## src/rtl/alu_pkg.sv

```systemverilog
// alu_pkg: shared op codes, FSM states and error convention for alu_arbiter
package alu_pkg;
  localparam logic [3:0] ALU_AND = 4'b0000;
  localparam logic [3:0] ALU_OR  = 4'b0001;
  localparam logic [3:0] ALU_ADD = 4'b0010;
  localparam logic [3:0] ALU_SUB = 4'b0110;
  typedef enum logic [1:0] {IDLE, EXEC, RESP} state_e;
  // unsupported op: result forced to 0, zero flag 0, err flag 1
  function automatic logic op_err(input logic [3:0] op);
    return !(op inside {ALU_AND, ALU_OR, ALU_ADD, ALU_SUB});
  endfunction
endpackage

```

## src/rtl/alu_arbiter_if.sv

```systemverilog
// alu_arbiter_if: request/response bus of the shared ALU
interface alu_arbiter_if #(parameter int DATA_W = 32, parameter int NUM_REQ = 2) ();
  localparam int ID_W = $clog2(NUM_REQ);
  logic [NUM_REQ-1:0]             req_valid;
  logic [NUM_REQ-1:0]             req_ready;
  logic [NUM_REQ-1:0][3:0]        req_op;
  logic [NUM_REQ-1:0][DATA_W-1:0] req_a;
  logic [NUM_REQ-1:0][DATA_W-1:0] req_b;
  logic                           resp_valid;
  logic                           resp_ready;
  logic [ID_W-1:0]                resp_id;
  logic [DATA_W-1:0]              resp_data;
  logic                           resp_zero;
  logic                           resp_err;
  modport master (output req_valid, req_op, req_a, req_b, resp_ready,
                  input req_ready, resp_valid, resp_id, resp_data, resp_zero, resp_err);
  modport slave (input req_valid, req_op, req_a, req_b, resp_ready,
                 output req_ready, resp_valid, resp_id, resp_data, resp_zero, resp_err);
endinterface

```

## src/rtl/alu_arbiter_rr_arbiter.sv

```systemverilog
// rr_arbiter: round-robin one-hot grant, priority passes past the winner on each grant
module rr_arbiter #(parameter int NUM_REQ = 2) (
  input  logic                       clk,
  input  logic                       rst,
  input  logic                       en_i,
  input  logic [NUM_REQ-1:0]         valid_i,
  output logic [NUM_REQ-1:0]         gnt_o,
  output logic [$clog2(NUM_REQ)-1:0] gnt_id_o
);
  localparam int ID_W = $clog2(NUM_REQ);
  logic [ID_W-1:0] ptr_q, idx;
  logic            found;
  always_comb begin
    found    = 1'b0;
    idx      = '0;
    gnt_id_o = '0;
    for (int i = 0; i < NUM_REQ; i++) begin
      idx = ID_W'((int'(ptr_q) + i) % NUM_REQ);
      if (!found && valid_i[idx]) begin
        found    = 1'b1;
        gnt_id_o = idx;
      end
    end
    gnt_o = (en_i && found) ? (NUM_REQ'(1) << gnt_id_o) : '0;
  end
  always_ff @(posedge clk)
    if (rst) ptr_q <= '0;
    else if (|gnt_o) ptr_q <= (gnt_id_o == ID_W'(NUM_REQ - 1)) ? '0 : gnt_id_o + 1'b1;
endmodule

```

## src/rtl/alu_arbiter.sv

```systemverilog
// alu_arbiter: round-robin shared ALU, IDLE->EXEC->RESP; ALU_ARB_PERF_EN adds per-requester grant counters
module alu_arbiter import alu_pkg::*; #(
  parameter int DATA_W  = 32,
  parameter int NUM_REQ = 2
) (
  input logic clk,
  input logic rst,
  alu_arbiter_if.slave bus
`ifdef ALU_ARB_PERF_EN
  , output logic [NUM_REQ-1:0][31:0] perf_grant_cnt
`endif
);
  localparam int ID_W = $clog2(NUM_REQ);
  state_e              state_q, state_d;
  logic [NUM_REQ-1:0]  gnt;
  logic [ID_W-1:0]     gnt_id, id_q;
  logic [3:0]          op_q;
  logic [DATA_W-1:0]   a_q, b_q, res_q, res_d;
  logic                zero_q, zero_d, err_q, err_d;
  rr_arbiter #(.NUM_REQ(NUM_REQ)) u_rr (
    .clk(clk), .rst(rst), .en_i(state_q == IDLE && !rst),
    .valid_i(bus.req_valid), .gnt_o(gnt), .gnt_id_o(gnt_id)
  );
  always_comb begin
    state_d = state_q == IDLE ? (|gnt ? EXEC : IDLE) :
              state_q == EXEC ? RESP : (bus.resp_ready ? IDLE : RESP);
    res_d   = op_q == ALU_AND ? a_q & b_q :
              op_q == ALU_OR  ? a_q | b_q :
              op_q == ALU_ADD ? a_q + b_q :
              op_q == ALU_SUB ? a_q - b_q : '0;
    zero_d  = op_q == ALU_SUB && a_q == b_q;
    err_d   = op_err(op_q);
  end
  always_ff @(posedge clk)
    if (rst) begin
      state_q <= IDLE;
      op_q    <= '0;
      a_q     <= '0;
      b_q     <= '0;
      id_q    <= '0;
      res_q   <= '0;
      zero_q  <= 1'b0;
      err_q   <= 1'b0;
    end else begin
      state_q <= state_d;
      if (|gnt) begin
        op_q <= bus.req_op[gnt_id];
        a_q  <= bus.req_a[gnt_id];
        b_q  <= bus.req_b[gnt_id];
        id_q <= gnt_id;
      end
      if (state_q == EXEC) begin
        res_q  <= res_d;
        zero_q <= zero_d;
        err_q  <= err_d;
      end
    end
  assign bus.req_ready  = gnt;
  assign bus.resp_valid = state_q == RESP;
  assign bus.resp_id    = id_q;
  assign bus.resp_data  = res_q;
  assign bus.resp_zero  = zero_q;
  assign bus.resp_err   = err_q;
`ifdef ALU_ARB_PERF_EN
  logic [NUM_REQ-1:0][31:0] cnt_q;
  always_ff @(posedge clk)
    for (int i = 0; i < NUM_REQ; i++)
      if (rst) cnt_q[i] <= '0;
      else if (gnt[i] && cnt_q[i] != '1) cnt_q[i] <= cnt_q[i] + 1'b1;
  assign perf_grant_cnt = cnt_q;
`endif
endmodule

```

## src/flat_wrapper.sv

```systemverilog
// flat-port wrapper written by rule: the top's interface ports become plain ports
module alu_arbiter_flat import alu_pkg::*;
#(
  parameter int DATA_W  = 32,
  parameter int NUM_REQ = 2
)
  (clk, rst, bus_req_valid, bus_req_op, bus_req_a, bus_req_b, bus_resp_ready, bus_req_ready, bus_resp_valid, bus_resp_id, bus_resp_data, bus_resp_zero, bus_resp_err);
  alu_arbiter_if #(.DATA_W(DATA_W), .NUM_REQ(NUM_REQ)) bus_i ();
  input logic clk;
  input logic rst;
  input wire logic [$bits(bus_i.req_valid)-1:0] bus_req_valid;
  input wire logic [$bits(bus_i.req_op)-1:0] bus_req_op;
  input wire logic [$bits(bus_i.req_a)-1:0] bus_req_a;
  input wire logic [$bits(bus_i.req_b)-1:0] bus_req_b;
  input wire logic [$bits(bus_i.resp_ready)-1:0] bus_resp_ready;
  output wire logic [$bits(bus_i.req_ready)-1:0] bus_req_ready;
  output wire logic [$bits(bus_i.resp_valid)-1:0] bus_resp_valid;
  output wire logic [$bits(bus_i.resp_id)-1:0] bus_resp_id;
  output wire logic [$bits(bus_i.resp_data)-1:0] bus_resp_data;
  output wire logic [$bits(bus_i.resp_zero)-1:0] bus_resp_zero;
  output wire logic [$bits(bus_i.resp_err)-1:0] bus_resp_err;
  assign bus_i.req_valid = bus_req_valid;
  assign bus_i.req_op = bus_req_op;
  assign bus_i.req_a = bus_req_a;
  assign bus_i.req_b = bus_req_b;
  assign bus_i.resp_ready = bus_resp_ready;
  assign bus_req_ready = bus_i.req_ready;
  assign bus_resp_valid = bus_i.resp_valid;
  assign bus_resp_id = bus_i.resp_id;
  assign bus_resp_data = bus_i.resp_data;
  assign bus_resp_zero = bus_i.resp_zero;
  assign bus_resp_err = bus_i.resp_err;
  alu_arbiter #(.DATA_W(DATA_W), .NUM_REQ(NUM_REQ)) u_core (.clk(clk), .rst(rst), .bus(bus_i));
endmodule
```

## config.mk

```make
export PLATFORM = sky130hd
export DESIGN_NAME = alu_arbiter_flat
export DESIGN_NICKNAME = d
export VERILOG_FILES = /design/src/rtl/alu_pkg.sv /design/src/rtl/alu_arbiter_if.sv /design/src/rtl/alu_arbiter_rr_arbiter.sv /design/src/rtl/alu_arbiter.sv /design/src/flat_wrapper.sv
export SDC_FILE = /design/constraint.sdc
export NUM_CORES = 1
export LEC_CHECK = 0
export CORE_UTILIZATION = 45
export CTS_BUF_LIST = sky130_fd_sc_hd__clkbuf_4
export CTS_CLUSTER_SIZE = 40
export DETAILED_ROUTE_END_ITERATION = 8
export PLACE_DENSITY = 0.71
export SKIP_CTS_REPAIR_TIMING = 1
export SYNTH_ARGS = -nofsm -noshare
export SYNTH_HDL_FRONTEND = slang
export SYNTH_SLANG_ARGS = --single-unit
```

## constraint.sdc

```tcl
create_clock -name clk -period 3.3 [get_ports clk]
set_input_delay 0.33 -clock clk [delete_from_list [all_inputs] [get_ports clk]]
set_output_delay 0.33 -clock clk [all_outputs]
set_load 0.05 [all_outputs]
```

==> flow_summary.toml <==
[outcome]
result_of_the_run = "completed"

[timing]
min_period_ps = 3130
worst-slew-pin-transition_ps = 810
final_critical_path_setup_slack_ps = 173
worst_clock_skew_ps = 26.7
max_clock_freq_ghz = 0.320
setup_viol = 0
slew_headroom_pct = 46.0
rsz0062_at_grt = "yes"
slew_viol_final = 0
final.period_utilization_pct = 94.8
finalHoldViolations = 0
final.setup.tns_ps = 0

[pwr]
power.internal_w = 0.00275
seqPwrFrac_pct = 30.9
clkPwrFrac_pct = 13.7
p_sw_w = 0.00240
peak_supply_drop_v = 0.000172
total_power_w = 0.00514
power_frac_comb_pct = 55.4
sw_share_pct = 46.6
power_per_cell_area_nw_per_um2 = 459
power.leakage_nw = 4.67

[cts]
tritoncts = "done"
clock_insertion_delay_worst_skew_ps = 530
cts_inserted_buffers = 9
cts_clock_pin_slew_for_the_worst_setup_and_hold_paths_ps = 190
cts-htree-levels = 3
ctsRootBufferMaster = "sky130_fd_sc_hd__clkbuf_4"
max-clock-path-buffers = 2
cts.sink_count = 106

[finish]
utilization_pct = 57.4
fin_cells = 1571
fillCellCount = 1882
area_delta_synth_final_pct = 24.5
final_layout_size_suffix_gt1_share_pct = 6.21
fin_nets = 1538

[drt]
firstDrtPassIters = 7
drtIter0Drc = 715
routed-via-count = 8818
postRouteAntennaNets = 0
drc_errors = 0
wirelength_um = 27700
routed_wire_length_per_instance_um = 17.6
vias_per_cell = 5.61

[critical_path]
rr_startpoint = "u_core.b_q[0]$_SDFFE_PP0P_"
rr_worst_depth = 12
critPathCapture = "u_core.bus.resp_data[28]$_SDFFE_PP0P_"
worst-endpoint-required_ps = 3700
startpoint_type = "flop"
worst_setup_path_startpoint = "u_core.b_q[0]$_SDFFE_PP0P_"
timing.setup.critical_path_class = "reg2reg"
r2r-end = "u_core.bus.resp_data[28]$_SDFFE_PP0P_"
worst-path-max-fanout = 5
crit_path_end_kind = "flop"
setup.reg_to_reg.worst_slack_ps = 170
wp_data_arrival_ps = 3520

[placed_design]
place_congestion = 0.939
dpl.cell_count = 1553
place_hpwl_um = 21000
port-buffer-count = 178
pre_cts_ws_ps = 80.2

[die]
fp-row-count = 51
die_span_in_x_um = 143
die_y_um = 143
fp.dieArea_um2 = 20600
starting_utilization_of_the_core_area_pct = 46.1
boundaryPins = 179
core_region_area_um2 = 19500

[logic_synthesis]
dominantRegCellSynth = "sky130_fd_sc_hd__dfxtp_1"
post_synth_instance_area_um2 = 8990
synth_enable_flop_cells = 0
syn-instance-count = 1166
synth_async_reset_ratio_pct = 0
synthesis.area_per_instance_um2 = 7.71
synth_top_area_cell = "sky130_fd_sc_hd__dfxtp_1"
yosys_warnings = 0
ys_ff_latch = 106
netlist_top_cells_area = "sky130_fd_sc_hd__dfxtp_1 24%, sky130_fd_sc_hd__ha_1 13%, sky130_fd_sc_hd__mux2i_1 9.9%"
synth_sequential_area_ratio_pct = 23.6
synth_top_area_share_pct = 23.6
ys_types = 73
synth.net_count = 1404

[hold_path]
hold_path_class = "in2reg"

[global_routing]
grt_usage_pct = 27.4
pin_count_of_the_biggest_net_entering_global_routing = 71
via_count_of_the_first_global_routing_pass = 8089
grt_remaining_overflow = 0
antenna_found_initial = 1
global_route_wire_length_before_repair_um = 43800

[flow_run]
max_cap_check_violation_count = 0
layer usage:
layer,share of wire [%],global-route usage [%]
met1,51,40.9
met2,41,40.0
met3,6.7,4.37
met4,1.8,7.95
met5,0,0
power groups by stage:
| stage | clock (W) | sequential, W | combinational [W] |
|---|---|---|---|
| floorplan | 0 | 0.00172 | 0.00181 |
| global placement | 0 | 0.00161 | 0.00278 |
| detailed placement | 0 | 0.00162 | 0.00278 |
| CTS | 0.000719 | 0.00159 | 0.00279 |
| global route | 0.000767 | 0.00161 | 0.00311 |
| finish | 0.000703 | 0.00159 | 0.00285 |
state kept, by name, indices dropped and copies added (netlist names):
signal,cells
u_core.a_q,32
u_core.b_q,32
u_core.bus.resp_data,32
u_core.bus.resp_err,1
u_core.bus.resp_id,1
u_core.bus.resp_zero,1
u_core.op_q,4
u_core.state_q,2
u_core.u_rr.ptr_q,1
logic make-up (layout without fill, tap and decap cells):
kind of cell | after synthesis | in the layout | share of synthesized area [%]
compound gates | 338 | 338 | 25.7
buf+inv | 197 | 336 | 8.54
other cells | 0 | 1 | 0
simple gates | 306 | 306 | 15.4
fa+ha+maj | 97 | 97 | 13.7
xor+xnor | 33 | 33 | 3.21
mux | 89 | 89 | 9.91
flops | 106 | 106 | 23.6
how the worst min path moves through the flow:
stage | from | cells past startpoint | endpoint | slack (ps)
3_3_place_gp | u_core.bus.resp_data[13]$_SDFFE_PP0P_ | 2 | u_core.bus.resp_data[13]$_SDFFE_PP0P_ | 440
6_report | rst | 2 | u_core.bus.resp_id$_SDFFE_PP0P_ | 230
4_1_cts | rst | 2 | u_core.bus.resp_data[0]$_SDFFE_PP0P_ | 220
2_1_floorplan | bus_resp_ready | 1 | u_core.state_q[1]$_SDFF_PP0_ | 430
3_5_place_dp | u_core.bus.resp_data[13]$_SDFFE_PP0P_ | 2 | u_core.bus.resp_data[13]$_SDFFE_PP0P_ | 450
5_1_grt | rst | 2 | u_core.bus.resp_id$_SDFFE_PP0P_ | 240
critical path, cell delays in order, from the launching register on:
cell                       delay (ps)
sky130_fd_sc_hd__dfxtp_1          380
sky130_fd_sc_hd__ha_1             260
sky130_fd_sc_hd__fa_1             390
sky130_fd_sc_hd__a21o_1           190
sky130_fd_sc_hd__a31oi_1          230
sky130_fd_sc_hd__a22oi_1          170
sky130_fd_sc_hd__a21o_1           260
sky130_fd_sc_hd__o21a_1           250
sky130_fd_sc_hd__a31oi_2          240
sky130_fd_sc_hd__a21oi_1          120
sky130_fd_sc_hd__xnor2_1          140
sky130_fd_sc_hd__a221oi_1         290
sky130_fd_sc_hd__a211oi_1          80
cell usage after synthesis, types with 3 or more instances:
cell type	number
sky130_fd_sc_hd__buf_1	15
sky130_fd_sc_hd__o211ai_1	10
sky130_fd_sc_hd__o211a_1	3
sky130_fd_sc_hd__o22ai_1	4
sky130_fd_sc_hd__nand2b_1	4
sky130_fd_sc_hd__buf_2	14
sky130_fd_sc_hd__nand2_1	44
sky130_fd_sc_hd__o221ai_1	5
sky130_fd_sc_hd__nand3b_1	3
sky130_fd_sc_hd__nand4_1	5
sky130_fd_sc_hd__dfxtp_1	106
sky130_fd_sc_hd__clkbuf_1	51
sky130_fd_sc_hd__nor2b_1	11
sky130_fd_sc_hd__a21o_1	11
sky130_fd_sc_hd__and2_1	4
sky130_fd_sc_hd__or4_1	3
sky130_fd_sc_hd__a211oi_1	78
sky130_fd_sc_hd__inv_1	111
sky130_fd_sc_hd__xnor2_1	29
sky130_fd_sc_hd__o21ai_1	4
sky130_fd_sc_hd__nor3_1	39
sky130_fd_sc_hd__xor2_1	4
sky130_fd_sc_hd__o31ai_1	4
sky130_fd_sc_hd__mux2i_1	89
sky130_fd_sc_hd__nand3_1	12
sky130_fd_sc_hd__nor3b_1	3
sky130_fd_sc_hd__o21ai_0	54
sky130_fd_sc_hd__nor2_1	153
sky130_fd_sc_hd__ha_1	95
sky130_fd_sc_hd__a22oi_1	3
sky130_fd_sc_hd__a21oi_1	89
sky130_fd_sc_hd__a31oi_1	6
sky130_fd_sc_hd__a221oi_1	19
sky130_fd_sc_hd__o21bai_1	8
sky130_fd_sc_hd__or3_1	6
sky130_fd_sc_hd__nor4_1	13
sky130_fd_sc_hd__o21a_1	7
sky130_fd_sc_hd__inv_2	3
area by class of cell:
| cell class | instances | area (µm²) | area share (%) |
|---|---|---|---|
| flip-flops and latches | 106 | 2130 | 19.0 |
| well taps | 265 | 332 | 2.96 |
| diodes | 1 | 2.50 | 0.0223 |
| clock buffers | 9 | 67.6 | 0.603 |
| multi-input cells | 863 | 6170 | 55.1 |
| clock inverters | 7 | 67.6 | 0.603 |
| inverters | 115 | 432 | 3.85 |
| repair buffers | 205 | 2000 | 17.9 |
through the flow:
| step | instance area (µm²) | hold WS (ps) |
|---|---|---|
| after floorplan | 8990 | 434 |
| after global placement | 11000 | 438 |
| after detailed placement | 11000 | 452 |
| after CTS | 11200 | 216 |
| after global routing | 11200 | 237 |
| final | 11200 | 231 |
cell usage in the layout, fill, tap and decap left out, types with 37 or more instances in the layout:
master | Yosys | final
sky130_fd_sc_hd__clkdlybuf4s50_1 | 0 | 176
sky130_fd_sc_hd__a21oi_1 | 89 | 89
sky130_fd_sc_hd__nor3_1 | 39 | 37
sky130_fd_sc_hd__a211oi_1 | 78 | 77
sky130_fd_sc_hd__inv_1 | 111 | 111
sky130_fd_sc_hd__ha_1 | 95 | 93
sky130_fd_sc_hd__dfxtp_1 | 106 | 103
sky130_fd_sc_hd__nor2_1 | 153 | 153
sky130_fd_sc_hd__mux2i_1 | 89 | 89
sky130_fd_sc_hd__o21ai_0 | 54 | 53
sky130_fd_sc_hd__nand2_1 | 44 | 44
Power figures use the tool's default switching activity.
